$ cat config.mk
export PLATFORM = sky130hd
export DESIGN_NAME = mem_port_arbiter
export DESIGN_NICKNAME = d
export VERILOG_FILES = /design/src/rtl/mem_port_arbiter.sv
export SDC_FILE = /design/constraint.sdc
export NUM_CORES = 1
export LEC_CHECK = 0
export BUFFER_PORTS_ARGS = -buffer_cell sky130_fd_sc_hd__buf_4
export CAP_MARGIN = 20
export CORE_ASPECT_RATIO = 1.1
export CORE_MARGIN = 5
export CORE_UTILIZATION = 44
export CTS_BUF_LIST = sky130_fd_sc_hd__clkbuf_8
export CTS_CLUSTER_SIZE = 25
export DETAILED_ROUTE_END_ITERATION = 6
export GPL_TIMING_DRIVEN = 0
export HOLD_SLACK_MARGIN = 0.03
export PLACE_DENSITY = 0.84
export RECOVER_POWER = 100
export SETUP_SLACK_MARGIN = 0.5
export SKIP_CTS_REPAIR_TIMING = 1
export SKIP_LAST_GASP = 1
export SLEW_MARGIN = 10
export SYNTH_ARGS = -nofsm -noshare
export SYNTH_HDL_FRONTEND = slang
export SYNTH_SLANG_ARGS = --single-unit
$ cat constraint.sdc
create_clock -name Clk -period 1.8 [get_ports Clk]
set_clock_uncertainty 0.05 [all_clocks]
set_input_delay 0.45 -clock Clk [delete_from_list [all_inputs] [get_ports Clk]]
set_output_delay 0.45 -clock Clk [all_outputs]
set_load 0.01 [all_outputs]
$ cat src/rtl/mem_port_arbiter.sv
// Arbitrates a single-ported, LATENCY-cycle memory between instruction (I) and data (D) requesters.
// Define MEM_ARB_RR_EN for round-robin grant on simultaneous requests; default is D-over-I priority.
module mem_port_arbiter #(
    parameter int unsigned WORD_SIZE = 16,
    parameter int unsigned LATENCY   = 4
) (
    input  logic                 Clk,
    input  logic                 Reset_N,
    input  logic                 i_req,
    input  logic [WORD_SIZE-1:0] i_addr,
    output logic                 i_done,
    output logic [WORD_SIZE-1:0] i_rdata,
    input  logic                 d_req,
    input  logic                 d_we,
    input  logic [WORD_SIZE-1:0] d_addr,
    input  logic [WORD_SIZE-1:0] d_wdata,
    output logic                 d_done,
    output logic [WORD_SIZE-1:0] d_rdata,
    output logic                 mem_read,
    output logic                 mem_write,
    output logic [WORD_SIZE-1:0] mem_addr,
    output logic [WORD_SIZE-1:0] mem_wdata,
    input  logic [WORD_SIZE-1:0] mem_rdata,
    output logic                 busy
);

    typedef enum logic [1:0] {StIdle, StBusy, StResp} state_e;

    localparam logic [7:0] CntLoad = 8'(LATENCY - 1);

    state_e               state_q, state_d;
    logic [7:0]           cnt_q;
    logic                 win_d_q;   // 1 = D side owns the current transaction
    logic                 we_q;
    logic [WORD_SIZE-1:0] addr_q;
    logic [WORD_SIZE-1:0] wdata_q;
    logic [WORD_SIZE-1:0] i_rdata_q;
    logic [WORD_SIZE-1:0] d_rdata_q;
    logic                 any_req;
    logic                 grant_d;

    assign any_req = i_req | d_req;

`ifdef MEM_ARB_RR_EN
    logic last_win_d_q;

    // On a tie, favour the side that did not win the previous grant.
    assign grant_d = (i_req && d_req) ? ~last_win_d_q : d_req;

    always_ff @(posedge Clk or negedge Reset_N) begin
        if (!Reset_N) begin
            last_win_d_q <= 1'b0;
        end else if (state_q == StIdle && any_req) begin
            last_win_d_q <= grant_d;
        end
    end
`else
    assign grant_d = d_req;
`endif

    always_ff @(posedge Clk or negedge Reset_N) begin
        if (!Reset_N) begin
            state_q <= StIdle;
        end else begin
            state_q <= state_d;
        end
    end

    always_comb begin
        state_d = state_q;
        unique case (state_q)
            StIdle: if (any_req) state_d = StBusy;
            StBusy: if (cnt_q == 8'd0) state_d = StResp;
            StResp: state_d = StIdle;
            default: state_d = StIdle;
        endcase
    end

    always_ff @(posedge Clk or negedge Reset_N) begin
        if (!Reset_N) begin
            cnt_q     <= 8'd0;
            win_d_q   <= 1'b0;
            we_q      <= 1'b0;
            addr_q    <= '0;
            wdata_q   <= '0;
            i_rdata_q <= '0;
            d_rdata_q <= '0;
        end else begin
            unique case (state_q)
                StIdle: begin
                    if (any_req) begin
                        win_d_q <= grant_d;
                        we_q    <= grant_d & d_we;
                        addr_q  <= grant_d ? d_addr : i_addr;
                        wdata_q <= grant_d ? d_wdata : '0;
                        cnt_q   <= CntLoad;
                    end
                end
                StBusy: begin
                    if (cnt_q == 8'd0) begin
                        if (!we_q) begin
                            if (win_d_q) d_rdata_q <= mem_rdata;
                            else         i_rdata_q <= mem_rdata;
                        end
                    end else begin
                        cnt_q <= cnt_q - 8'd1;
                    end
                end
                default: ;
            endcase
        end
    end

    // Outputs decode straight from registers so reset drops strobes immediately.
    assign busy      = (state_q != StIdle);
    assign mem_read  = (state_q == StBusy) & ~we_q;
    assign mem_write = (state_q == StBusy) & we_q;
    assign mem_addr  = addr_q;
    assign mem_wdata = wdata_q;
    assign i_done    = (state_q == StResp) & ~win_d_q;
    assign d_done    = (state_q == StResp) & win_d_q;
    assign i_rdata   = i_rdata_q;
    assign d_rdata   = d_rdata_q;

endmodule

==> impl_metrics.env <==
export IMPL_power_share_switching=0.3152
export IMPL_synthAdderAreaFrac=0.003978
export IMPL_clock_root_buffer="clkbuf_8"
export IMPL_detailedRoute_firstPassIterationCount=4
export IMPL_setup_total_negative_slack_ns=-6.930
export IMPL_grt_setup_unrepaired="true"
export IMPL_clkLatencyLatePin_ns=0.34
export IMPL_final_min_clock_period_ns=2.054
export IMPL_synth_compound_area_frac=0.1082
export IMPL_synthMuxAreaShare=0.1655
export IMPL_mostFrequentLayoutCell="buf_4"
export IMPL_antennaDiodeCount=0
export IMPL_num_rows=32
export IMPL_required_ns=1.97
export IMPL_grt_antenna_before_repair=0
export IMPL_synth_cell_type_count=40
export IMPL_run_status="finished with violations"
export IMPL_synth_simple_gate_area_share=0.08870
export IMPL_floorplan_die_height_um=98.68
export IMPL_die_w_um=90.62
export IMPL_drc_violations_left=0
export IMPL_ant_nets=0
export IMPL_postSynthNetCount=307
export IMPL_final_layout_size_suffix_gt1_frac=0.6244
export IMPL_power_static_leakage_nw=2.800
export IMPL_synth_top_family_by_area="multiplexers"
export IMPL_timing_critical_path_slowest_stage_cell="dfrtp_1"
export IMPL_achievable_frequency_mhz=486.9
export IMPL_synthesized_area_per_cell_sq_um=13.27
export IMPL_routed_via_count=2742
export IMPL_drv_cap=0
export IMPL_top_area_cell_type_share_of_the_netlist_area=0.6046
export IMPL_power_share_combinational=0.450
export IMPL_critical_path_arrival_ns=2.23
export IMPL_detailedPlacementHpwl_mm=5.930
export IMPL_fp_dieArea_sq_um=8942
export IMPL_grt_first_pass_wirelength_mm=13.17
export IMPL_grt_max_degree=77
export IMPL_cell_internal_pwr_mw=5.928
export IMPL_synth_top_cells_by_area="dfrtp_1 60%, mux2_2 11%, mux2i_1 5.1%"
export IMPL_power_frac_seq=0.354
export IMPL_postSynthCellCount=237
export IMPL_critical_path_peak_fanout=7
export IMPL_via_per_inst=5.203
export IMPL_initial_utilization=0.4489
export IMPL_setup_viol_count_final=36
export IMPL_numCtsBuffers=9
export IMPL_clock_tree_htree_level_count=3
export IMPL_postSynth_asyncResetShare=1.000
export IMPL_hold_ws_ns=0.2480
export IMPL_ys_seq_elements=76
export IMPL_io_buffer_count=137
export IMPL_gp_routability_congestion=0.7690
export IMPL_clock_sink_count=76
export IMPL_detailedRoute_firstIterationViolations=94
export IMPL_worstMarginPinSlew_ns=1.012
export IMPL_max_vdd_ir_drop_uv=934.0
export IMPL_routedWlPerCell_um=18.27
export IMPL_timing_hold_worst_class="in2async"
export IMPL_final_setup_worst_slack_ns=-0.2539
export IMPL_critical_path_max_stage_delay_ns=0.41
export IMPL_placeableCoreArea_sq_um=7007
export IMPL_io_pins=138
export IMPL_timing_critical_path_from_type="register"
export IMPL_netlist_area_sq_um=3146
export IMPL_synthFlopType="dfrtp_1"
export IMPL_worst_setup_path_type="reg2reg"
export IMPL_synth_edff_count=0
export IMPL_num_nets_final=507
export IMPL_first_global_vias=2739
export IMPL_yosysSeqAreaShare=0.6046
export IMPL_hold_viol=0
export IMPL_final_period_utilization=1.141
export IMPL_layout_cells_most_common_list="116 x buf_4, 71 x dfrtp_1, 71 x buf_6, 26 x mux2_4, 19 x nand2_1"
export IMPL_timing_slew_headroom=0.3256
export IMPL_detail_route_wirelength_mm=9.627
export IMPL_end_kind="register"
export IMPL_pwr_density_cell_nw_per_um2=1581
export IMPL_clock_tree_buf_depth=2
export IMPL_synth_top_cell_by_area="dfrtp_1"
export IMPL_fin_total_pwr_mw=8.657
export IMPL_failed_checks="negative setup slack"
export IMPL_yosys_area_share_xor_xnor=0.002784
export IMPL_global_route_usage_total=0.1824
export IMPL_slew_viol_final=0
export IMPL_crit_path_cell_trace="inv_2 -> ha_4 -> and4bb_2 -> and3_4 -> and3b_2 -> buf_12 -> clkbuf_16 -> mux2_4"
export IMPL_yosysWarnings=0
export IMPL_area_growth_synth_to_final_pct=74.07
export IMPL_grt_overflow_total=0
export IMPL_switching_component_of_the_power_mw=2.729
export IMPL_cts_clk_slew_worst_paths_ns=0.08
export IMPL_clkPwrFrac=0.196
export IMPL_cts_tree="done"
-- path summary, 6_finish.rpt --
kind | startpoint | to | slack [ns] | cells after the start
max in group asynchronous | Reset_N | cnt_q[5]$_DFFE_PN0P_ | 0.73 | 1
min in group Clk | d_wdata[3] | mem_wdata[3]$_DFFE_PN0P_ | 0.27 | 2
setup reg to reg | cnt_q[1]$_DFFE_PN0P_ | d_rdata[13]$_DFFE_PN0P_ | -0.25 | 8
hold / removal | Reset_N | d_rdata[3]$_DFFE_PN0P_ | 0.25 | 1
setup / recovery | cnt_q[1]$_DFFE_PN0P_ | d_rdata[13]$_DFFE_PN0P_ | -0.25 | 8
hold reg to reg | mem_addr[13]$_DFFE_PN0P_ | mem_addr[13]$_DFFE_PN0P_ | 0.46 | 2
-- worst max-delay path, delay by kind of cell (launching register included) --
family                     cells  cell delay, ns
buffers and inverters          3            0.37
and+or+nand+nor                3            0.67
DFF                            1            0.41
adders and majority gates      1            0.14
muxes                          1            0.30
-- cell type report --
cell class	instances	area, sq um
Multi-Input combinational cell	145	1341
Fill cell	390	1531
Clock buffer	9	123.9
Clock inverter	7	140.1
Timing Repair Buffer	189	1703
Buffer	12	137.6
Sequential cell	76	1908
Inverter	4	15.01
Tap cell	85	106.4
-- sequential cells by signal (all words and copies together) (netlist names) --
name / flops
win_d_q: 1
mem_wdata: 16
cnt_q: 8
mem_addr: 16
i_rdata: 16
we_q: 1
state_q: 2
d_rdata: 16
-- kinds of logic after synthesis --
group,count (synthesis)
flops,76
buf+inv,16
fa+ha+maj,1
xor+xnor,1
simple gates,46
compound gates,49
mux,48
-- routing by layer --
metal,GRT usage,wire length (um),vias to the layer above
li1,-,-,1256
met1,0.2258,3676,1345
met2,0.2840,4887,124
met3,0.07328,866,17
met4,0.07560,196,0
met5,0,0,-
-- cells in the mapped netlist (all sizes together), types with 3 or more instances --
master   n
mux2i   16
inv      4
nor2     5
dfrtp   76
o21ai   20
nand2   19
nor3     3
clkbuf   7
mux2    32
a22o    17
buf      5
-- power by group through the flow --
stage / sequential, mW / combinational, mW / clock (mW)
floorplan: 3.11 / 1.26 / 0
global placement: 2.90 / 2.79 / 0
detailed placement: 2.92 / 2.87 / 0
CTS: 2.91 / 2.88 / 1.71
global route: 3.14 / 4.17 / 1.80
finish: 3.06 / 3.90 / 1.70
-- stage by stage --
step	utilization	cells	setup WS, ns	instance area [sq um]
floorplan	-	237	-0.2076	3341
global placement	0.6388	459	-0.4269	4476
detailed placement	0.6388	459	-0.4400	4476
CTS	0.6764	475	-0.4644	4740
global route	0.7814	527	-0.2945	5475
finish	0.7814	527	-0.2539	5475
Note: power is estimated with default switching activity, not from simulation.
